File: src/rtl/hazard_scoreboard.sv
// rtl/hazard_scoreboard.sv - per-register countdown scoreboard driving stall/bubble/flush and perf counters.
// Optional forwarding threshold selected by HAZARD_FWD_EN.
module hazard_scoreboard #(
    parameter int NUM_REGS = 32,
    parameter int ADDR_W   = 5,
    parameter int MAX_LAT  = 7,
    parameter int PERF_W   = 32,
    parameter int CNT_W    = $clog2(MAX_LAT + 1)
) (
    input  logic                clk,
    input  logic                reset,
    input  logic                id_valid,
    input  logic [ADDR_W-1:0]   id_rs1,
    input  logic                id_rs1_used,
    input  logic [ADDR_W-1:0]   id_rs2,
    input  logic                id_rs2_used,
    input  logic [ADDR_W-1:0]   id_rd,
    input  logic                id_rd_we,
    input  logic [CNT_W-1:0]    id_lat,
    input  logic                take_branch,
    output logic                stall,
    output logic                bubble,
    output logic                flush_if_id,
    output logic                flush_id_ex,
    output logic [NUM_REGS-1:0] busy_mask,
    output logic [PERF_W-1:0]   stall_cnt,
    output logic [PERF_W-1:0]   flush_cnt
);

    localparam logic [CNT_W-1:0] MAX_LAT_C = CNT_W'(MAX_LAT);
`ifdef HAZARD_FWD_EN
    localparam logic [CNT_W-1:0] THR = CNT_W'(1);
`else
    localparam logic [CNT_W-1:0] THR = '0;
`endif

    logic [NUM_REGS-1:0][CNT_W-1:0] cnt_q, cnt_d;
    logic [NUM_REGS-1:0]            busy_mask_q, busy_mask_d;
    logic [PERF_W-1:0]              stall_cnt_q, stall_cnt_d;
    logic [PERF_W-1:0]              flush_cnt_q, flush_cnt_d;

    logic [NUM_REGS-1:0] haz_vec;
    logic [CNT_W-1:0]    lat_eff;
    logic                issue;

    always_comb begin
        haz_vec = '0;
        for (int r = 1; r < NUM_REGS; r++) begin
            haz_vec[r] = cnt_q[r] > THR;
        end
        stall = id_valid && !take_branch &&
                ((id_rs1_used && haz_vec[id_rs1]) || (id_rs2_used && haz_vec[id_rs2]));
        bubble      = stall || take_branch;
        flush_if_id = take_branch;
        flush_id_ex = take_branch;
        issue       = id_valid && !stall && !take_branch;
        lat_eff     = (id_lat > MAX_LAT_C) ? MAX_LAT_C : id_lat;
    end

    // Issue overwrites the counter (also covers WAW); everything else counts down.
    always_comb begin
        cnt_d       = '0;
        busy_mask_d = '0;
        for (int r = 1; r < NUM_REGS; r++) begin
            if (issue && id_rd_we && (id_rd == ADDR_W'(r)) && (lat_eff != '0)) begin
                cnt_d[r] = lat_eff;
            end else if (cnt_q[r] != '0) begin
                cnt_d[r] = cnt_q[r] - CNT_W'(1);
            end else begin
                cnt_d[r] = cnt_q[r];
            end
            busy_mask_d[r] = cnt_d[r] != '0;
        end
        stall_cnt_d = (stall && (stall_cnt_q != '1)) ? stall_cnt_q + PERF_W'(1) : stall_cnt_q;
        flush_cnt_d = (take_branch && (flush_cnt_q != '1)) ? flush_cnt_q + PERF_W'(1) : flush_cnt_q;
    end

    always_ff @(posedge clk or posedge reset) begin
        if (reset) begin
            cnt_q       <= '0;
            busy_mask_q <= '0;
            stall_cnt_q <= '0;
            flush_cnt_q <= '0;
        end else begin
            cnt_q       <= cnt_d;
            busy_mask_q <= busy_mask_d;
            stall_cnt_q <= stall_cnt_d;
            flush_cnt_q <= flush_cnt_d;
        end
    end

    assign busy_mask = busy_mask_q;
    assign stall_cnt = stall_cnt_q;
    assign flush_cnt = flush_cnt_q;

endmodule
File: config.mk
export PLATFORM = sky130hd
export DESIGN_NAME = hazard_scoreboard
export DESIGN_NICKNAME = d
export VERILOG_FILES = /design/src/rtl/hazard_scoreboard.sv
export SDC_FILE = /design/constraint.sdc
export NUM_CORES = 1
export LEC_CHECK = 0
export ABC_AREA = 1
export CORE_ASPECT_RATIO = 0.5
export CORE_MARGIN = 8
export CORE_UTILIZATION = 50
export CTS_CLUSTER_SIZE = 12
export DETAILED_ROUTE_END_ITERATION = 6
export PLACE_DENSITY = 0.72
export SLEW_MARGIN = 20
export SYNTH_ARGS = -nofsm -noshare
export SYNTH_HDL_FRONTEND = slang
export SYNTH_SLANG_ARGS = --single-unit
File: constraint.sdc
create_clock -name clk -period 6.6 [get_ports clk]
set_clock_uncertainty 0.1 [all_clocks]
set_input_delay 0.66 -clock clk [delete_from_list [all_inputs] [get_ports clk]]
set_output_delay 0.66 -clock clk [all_outputs]
set_load 0.02 [all_outputs]
**Yosys cells after proc, flatten, opt, wreduce, memory -nomap -nowiden**

Index checks and enable logic that the tools add are counted.

- Bits in latches: 0
- Memories: 0
- Bits in read-only memories: 0
- Flip-flop bits (word level): 188
- Logic and storage cells: 339
- Bits in writable memories: 0
- Input bits: 25
- Output and inout port bits: 100

- Divide/modulo/power cells: 0
- Add/subtract/negate cells: 33
- Mux-type cells: 67
- Equal/unequal tests: 33
- Bitwise gates (word level): 0
- Shift operators: 0
- $mul: 0
- Reduce and logical (&&, ||, !) cells: 138
- Order comparisons: 34

Operators by type and width:

| cell | number |
|---|---|
| $mux W3 | 63 |
| $reduce_bool A3 Y1 | 63 |
| $gt A3 B1 Y1 const B | 31 |
| $sub A3 B1 Y3 const B | 31 |
| $eq A5 B5 Y1 const B | 16 |
| $logic_and A1 B1 Y1 | 71 |
| $add A32 B1 Y32 const B | 2 |
| $ne A32 B32 Y1 const B | 2 |
| $eq A5 B4 Y1 const B | 8 |
| $eq A5 B3 Y1 const B | 4 |
| $lt A5 B6 Y1 const B | 2 |
| $bmux W1 S5 | 2 |
| $eq A5 B2 Y1 const B | 2 |
| $eq A5 B1 Y1 const B | 1 |
| $gt A3 B3 Y1 const B | 1 |
| $logic_not A1 Y1 | 2 |
| $logic_or A1 B1 Y1 | 2 |
| $mux W1 | 2 |

**Longest topological paths before layout**

Gate-level depths: netlist (run 1).

- Depth after elaboration: 14
- Depth in mapped cells: 18
- Depth with buffers taken out: 17

**Worst setup path after synthesis (run 1)**

OpenSTA, ideal clock, no wires.

- Kind: input to output
- Start: input id_rs2[0]
- End: output bubble
- Setup slack: 3.753 ns
- Data required time: 5.840 ns
- Stages on the path: 14
- Path buffers: 3
- Data arrival time: 2.087 ns
- Path through: buf_4 buf_2 nand2_1 nand3_1 nand3_1 nand2_1 nand2_1 nand3_1 nand3_2 nand2_2 nand2_1 inv_2 buf_4 or2_2

- Cells in the longest elaborated chain, start to end: 6

RTL lines:

| element | RTL line | RTL |
|---|---|---|
| start: declaration | 15 | `input logic [ADDR_W-1:0] id_rs2,` |
| $bmux W1 S5 | 52 | `((id_rs1_used && haz_vec[id_rs1]) \|\| (id_rs2_used && haz_vec[id_rs2]));` |
| $mux W1 (implied by the code) | 52 |  |
| $logic_and A1 B1 Y1 | 52 |  |
| $logic_or A1 B1 Y1 | 52 |  |
| $logic_and A1 B1 Y1 | 51 | `stall = id_valid && !take_branch &&` |
| $logic_or A1 B1 Y1 | 53 | `bubble = stall \|\| take_branch;` |
| end: declaration | 22 | `output logic bubble,` |

Every way passes these cells. The select of a mux whose other input is x is not followed.

**Worst setup path after layout (run 1)**

- Start: input id_rs1[0]
- End: output bubble

- Cells in the longest elaborated chain, start to end: 6

RTL lines:

| element | RTL line | RTL |
|---|---|---|
| start: declaration | 13 | `input logic [ADDR_W-1:0] id_rs1,` |
| $bmux W1 S5 | 52 |  |
| $mux W1 (implied by the code) | 52 |  |
| $logic_and A1 B1 Y1 | 52 |  |
| $logic_or A1 B1 Y1 | 52 |  |
| $logic_and A1 B1 Y1 | 51 |  |
| $logic_or A1 B1 Y1 | 53 |  |

Every way passes these cells. The select of a mux whose other input is x is not followed.

==> results of run 1 <==
power by group:
| group | switching, W | internal, W | leakage (nW) |
|---|---|---|---|
| registers | 0.000182 | 0.00150 | 2.37 |
| clock network | 0.000469 | 0.000570 | 0.276 |
| logic | 0.00148 | 0.000955 | 4.96 |
layer usage:
layer	vias up	routed length [um]	track usage, %
met4	0	371	4.92
met3	28	1760	4.21
met5	-	0	0
met2	284	13700	33.1
li1	5287	-	-
met1	4782	13800	26.8
worst min-delay path by stage:
stage,from,endpoint,slack (ps),cells past startpoint
floorplan,cnt_q[12],cnt_q[12],480,4
CTS,flush_cnt[6],flush_cnt[6],410,1
finish,flush_cnt[6],flush_cnt[6],400,1
detailed placement,flush_cnt[6],flush_cnt[6],390,1
global placement,flush_cnt[6],flush_cnt[6],390,1
global route,flush_cnt[6],flush_cnt[6],420,1
cell usage after synthesis, drive strengths merged (8+ instances only):
cell type / number
nand2: 443
inv: 371
nand3: 217
dfrtp: 188
ha: 95
nor2: 89
xor2: 68
buf: 42
nand4: 42
o21ai: 39
xnor2: 25
nor3: 23
nor4: 15
clkbuf: 8
sequential cells by signal, summed over array words and instances (netlist names):
name       cells
stall_cnt     32
cnt_q         93
flush_cnt     32
busy_mask     31
logic make-up after synthesis:
| group | share of synthesized area [%] |
|---|---|
| AOI/OAI and AO/OA | 1.66 |
| xor gates and xnor gates | 6.66 |
| adders and majority gates | 9.72 |
| buffers and inverters | 14.0 |
| DFF | 38.5 |
| other | 0.0307 |
| and+or+nand+nor | 29.5 |
worst reg2reg max path: cells and delay by family, from the launching register on:
family | cells | cell delay [ps]
adder cells (fa/ha/maj) | 2 | 430
buffers and inverters | 4 | 930
flip-flops | 1 | 390
AND/OR/NAND/NOR | 12 | 1600
per-stage QoR:
stage	worst slack (ps)	util (%)	hold slack (ps)	area, um^2
floorplan	726	-	478	12200
global placement	1920	56.7	391	13600
detailed placement	1870	56.7	394	13600
CTS	1850	59.1	406	14200
global route	1530	59.1	422	14200
finish	1810	59.1	401	14200
final cells by class:
cell class | count | area share, %
Inverter | 372 | 9.88
Multi-Input combinational cell | 1062 | 40.9
Clock inverter | 13 | 1.01
Tap cell | 315 | 2.77
Sequential cell | 188 | 33.1
Clock buffer | 19 | 3.12
Timing Repair Buffer | 132 | 9.14
==> run_results.csv, run 1 <==
group,metric,value,unit
run_status,outcome,"complete, no violations",
power_and_ir_drop,vdd_drop_max,0.270,mV
detailed_routing,postRouteAntennaNets,0,
yosys,yosysUniqueCellTypes,29,
cts,cts_tree,"done",
job,drv_cap,0,
worst_hold_path,hold_path.class,"flop to flop",
worst_setup_path,worstPathArrival,4030,ps
floorplan,die_area,30000,um^2
worst_setup_path,cp_slowest_cell,"clkdlybuf4s50_1",
worst_setup_path,end_kind,"primary output",
floorplan,ios,125,
floorplan,initial_core_util,50.9,%
sta,fmax,209,MHz
global_route,grt_pass1_wl,49.4,mm
worst_setup_path,r2r_setup_slack,3030,ps
floorplan,die_height,127,um
detailed_routing,via_per_inst,4.94,
layout,final_cells,2101,
worst_setup_path,cp_num_buf_inv,5,
sta,hold_viol,0,
global_route,grt_overflow,0,
worst_setup_path,rr_worst_depth,18,
worst_setup_path,path_cells,"clkdlybuf4s50_1 > inv_2 > nand2_1 > nand3_1 > nand3_1 > nand2_1 > nand2_1 > nand3_1 > nand3_2 > buf_4 > nand2_2 > nand2_1 > inv_2 > or2_2 > clkdlybuf4s50_1",
cts,cts_hold_buf,0,
place,routabilityCongestion,0.893,
worst_setup_path,cpLargestDelayFamily,"buffers and inverters",
cts,cts.sinks,188,
cts,clkSlewWorstSetupHoldPaths,70,ps
cts,root_buffer,"clkbuf_16",
yosys,ys_seq_area_share,38.5,%
yosys,syn_nets,1792,
cts,cts_buffers,17,
cts,post_cts_buffers,0,
power_and_ir_drop,total_power,0.00516,W
global_route,grt_pass1_vias,9955,
yosys,syn_area,12200,um^2
worst_setup_path,cp_max_fo,32,
layout,n_antenna_cell,0,
global_route,antenna_found_initial,0,
global_route,grt_max_degree,82,
worst_setup_path,r2r-start,"cnt_q[93]",
yosys,synth_warnings,0,
yosys,synth_cells,1672,
layout,multiInputGateArea,5820,um^2
cts,clock_latency,450,ps
sta,rsz0062_at_grt,"no",
cts,htreeDepth,4,
sta,fin_crit_sh,72.6,%
layout,fin_nets,1893,
worst_setup_path,crit_path_end,"bubble",
cts,clockBufferDepth,2,
cts,cts_resized,0,
worst_setup_path,start_kind,"input port",
sta,slew_headroom,33.5,%
layout,seq_area,4700,um^2
worst_setup_path,worst_ep_required_time,5840,ps
detailed_routing,vias,10381,
yosys,synth.top_cells.by_area,"dfrtp_1, nand2_1, inv_1, ha_1, nand3_1",
global_route,grtUsageTotal,20.1,%
worst_setup_path,r2r-end,"busy_mask[15]",
layout,final_cell_mix,"nand2_1, inv_1, nand3_1, dfrtp_1, clkdlybuf4s50_1",
worst_setup_path,path_class,"input port to primary output",
sta,fin_tns_setup,0,ps
yosys,async_flop_share,100,%
worst_setup_path,startpoint,"id_rs1[0]",
yosys,synth-seq-cells,188,
floorplan,die_x,237,um
yosys,avgSynthCellArea,7.32,um^2
power_and_ir_drop,leakage,7.60,nW
layout,layout_commonest_cell,"nand2_1",
detailed_routing,wl_per_cell,14.1,um
detailed_routing,remaining_drc_errors,0,
floorplan,core,24000,um^2
yosys,yosys.area.top_type,"dfrtp_1",
sta,drv_slew,0,
yosys,synth_edf_count,0,
place,portBuffers,123,
sta,period_needed,4790,ps
worst_setup_path,max_stage_delay,850,ps
layout,fill_cells,2273,
power_and_ir_drop,power.density,363,nW/um^2
floorplan,row_count,40,
detailed_routing,drt-initial-drc-count,877,
yosys,synth_top_area_share,38.5,%
yosys,synthFlopType,"dfrtp_1",
place,place_inst,2069,
detailed_routing,first_pass_iters,6,
detailed_routing,drt_wl_total,29.6,mm
sta,setup_violations,0,
worst_setup_path,path_depth,15,
layout,drive_gt1_share,2.91,%
sta,tightest_slew,996,ps
worst_setup_path,cp_common_cell,"nand2_1",
layout,syn_to_final_growth,16.1,%
place,dp_hpwl,21.7,mm
(Power assumes the default switching activity.)
==> inputs of run 2 (changes only) <==
PLACE_DENSITY = 0.74   (was 0.72)
clock period = 3.9 ns   (was 6.6 ns; I/O delays follow)
==> run 2 against run 1 <==
  * Setup slack got worse by 1500 ps
  * Critical path depth rose by 1
  * Hold slack got worse by 19 ps
  * Total power rose by 72%
  * Utilization rose by 0.74 points
  * Cell area rose by 1.3%
  * Critical endpoint unchanged
  * Largest power group unchanged
==> run_results.csv, run 2 (synthesis gave the netlist of run 1 again) <==
group,metric,value,unit
floorplan,die_area,30000,um^2
floorplan,die_x,237,um
cts,cts_tree,"done",
global_route,antenna_found_initial,0,
detailed_routing,drt-initial-drc-count,909,
place,routabilityCongestion,0.982,
layout,final_area,14400,um^2
worst_hold_path,hold_path.class,"input port to async pin",
worst_setup_path,path_class,"flop to primary output",
cts,root_buffer,"clkbuf_16",
place,placed_area,13700,um^2
power_and_ir_drop,leakage,7.71,nW
worst_setup_path,cp_slowest_cell,"clkdlybuf4s50_1",
detailed_routing,vias,10619,
worst_setup_path,cp_common_cell,"nand2_1",
layout,final_core_util,59.9,%
worst_setup_path,worstPathArrival,3090,ps
floorplan,ios,125,
layout,largest-register,"cnt_q",
global_route,grt_pass1_vias,10272,
worst_setup_path,worst_ep_required_time,3410,ps
sta,fin_crit_sh,91.7,%
sta,rsz0062_at_grt,"no",
layout,final_cell_mix,"nand2_1, inv_1, nand3_1, dfrtp_1, clkdlybuf4s50_1",
worst_setup_path,cpLargestDelayFamily,"simple AND/OR/NAND/NOR gates",
worst_setup_path,start_kind,"flop",
layout,fin_nets,1907,
global_route,grt_max_degree,49,
floorplan,initial_core_util,50.9,%
worst_setup_path,cp_max_fo,4,
detailed_routing,wl_per_cell,14.4,um
power_and_ir_drop,power.density,617,nW/um^2
layout,syn_to_final_growth,17.6,%
detailed_routing,postRouteAntennaNets,0,
detailed_routing,via_per_inst,5.02,
place,dp_hpwl,22.0,mm
sta,period_needed,3580,ps
worst_setup_path,startpoint,"cnt_q[9]",
sta,hold_viol,0,
place,portBuffers,123,
detailed_routing,drt_wl_total,30.4,mm
cts,cts_resized,0,
layout,n_antenna_cell,0,
power_and_ir_drop,vdd_drop_max,0.365,mV
global_route,grtUsageTotal,20.8,%
layout,layout_commonest_cell,"nand2_1",
sta,tightest_slew,949,ps
layout,fill_cells,2223,
cts,cts.sinks,188,
sta,fin_tns_setup,0,ps
floorplan,die_height,127,um
cts,cts_hold_buf,0,
sta,setup_violations,0,
worst_setup_path,r2r-start,"cnt_q[15]",
cts,clockBufferDepth,2,
power_and_ir_drop,total_power,0.00887,W
detailed_routing,first_pass_iters,5,
floorplan,row_count,40,
worst_setup_path,max_stage_delay,540,ps
cts,post_cts_buffers,0,
worst_setup_path,cp_num_buf_inv,4,
cts,htreeDepth,4,
detailed_routing,remaining_drc_errors,0,
sta,fmax,280,MHz
cts,cts_buffers,17,
cts,clkSlewWorstSetupHoldPaths,70,ps
layout,largest_reg_flops,93,
layout,drive_gt1_share,3.67,%
floorplan,core,24000,um^2
run_status,outcome,"complete, no violations",
worst_setup_path,path_cells,"inv_1 > ha_1 > ha_1 > inv_1 > nand2_1 > nand3_1 > nand3_1 > nand3_1 > nand2_1 > nand2_1 > nand3_2 > nand2_2 > nand2_1 > inv_2 > or2_2 > clkdlybuf4s50_1",
global_route,grt_overflow,0,
sta,slew_headroom,36.1,%
sta,drv_slew,0,
global_route,grt_pass1_wl,51.3,mm
job,drv_cap,0,
worst_setup_path,end_kind,"primary output",
cts,clock_latency,460,ps
## run 2: changes by cell type in the layout (fill, tap and decap cells not counted), moves of 2 or more
| cell | delta |
|---|---|
| bufinv_16 | +2 |
| inv_6 | +2 |
| buf_12 | +2 |
| clkinvlp_4 | -3 |
| buf_4 | +12 |
## run 2: worst reg2reg max path, delay by kind of cell (launching register included)
kind | cells | cell delay (ps)
AND/OR/NAND/NOR | 11 | 1090
buffers and inverters | 5 | 790
adder cells (fa/ha/maj) | 2 | 460
flip-flops | 1 | 360
AO/OA/AOI/OAI | 1 | 60
## run 2: per-stage QoR
step | hold WS, ps | std cells | setup slack [ps]
detailed placement | 391 | 2083 | 479
global route | 427 | 2114 | 97.3
floorplan | 478 | 1672 | 990
global placement | 389 | 2083 | 493
finish | 382 | 2114 | 323
CTS | 405 | 2114 | 328
## run 2: path summary, 6_finish.rpt
kind                            slack (ps)  cells after the start      endpoint
worst max-delay path                   320                     16        bubble
max in group asynchronous             2500                      3     cnt_q[56]
worst max register to register         930                     19  stall_cnt[5]
min in group clk                       410                      1  flush_cnt[6]
worst min-delay path                   380                      2  flush_cnt[4]
worst min register to register         410                      1  flush_cnt[6]
## run 2: final cells by class
cell class                 instances  area, um^2  area share, %
clock buffer                      19         453           3.15
clock inverter                    12         186           1.30
inverter                         372        1400           9.73
multi-input combinational       1062        5820           40.4
sequential                       188        4700           32.7
tap                              315         394           2.74
timing repair buffer             146        1430           9.93
## run 2: where the power goes
part           internal, W  switching [W]
Sequential         0.00254       0.000302
Combinational      0.00163        0.00250
Clock              0.00111       0.000793
Total              0.00528        0.00359
## run 2: per-layer routing
layer,vias to the layer above,track usage (%),share of wire (%)
li1,5319,-,-
met1,4906,26.9,44
met2,335,34.3,47
met3,59,4.97,6.7
met4,0,6.15,2.1
met5,-,0,0
==> inputs of run 3 (changes only) <==
SLEW_MARGIN = 10   (was 20)
==> results of run 3 <==
No change in the layout: final DEF, timing and power equal those of run 2.
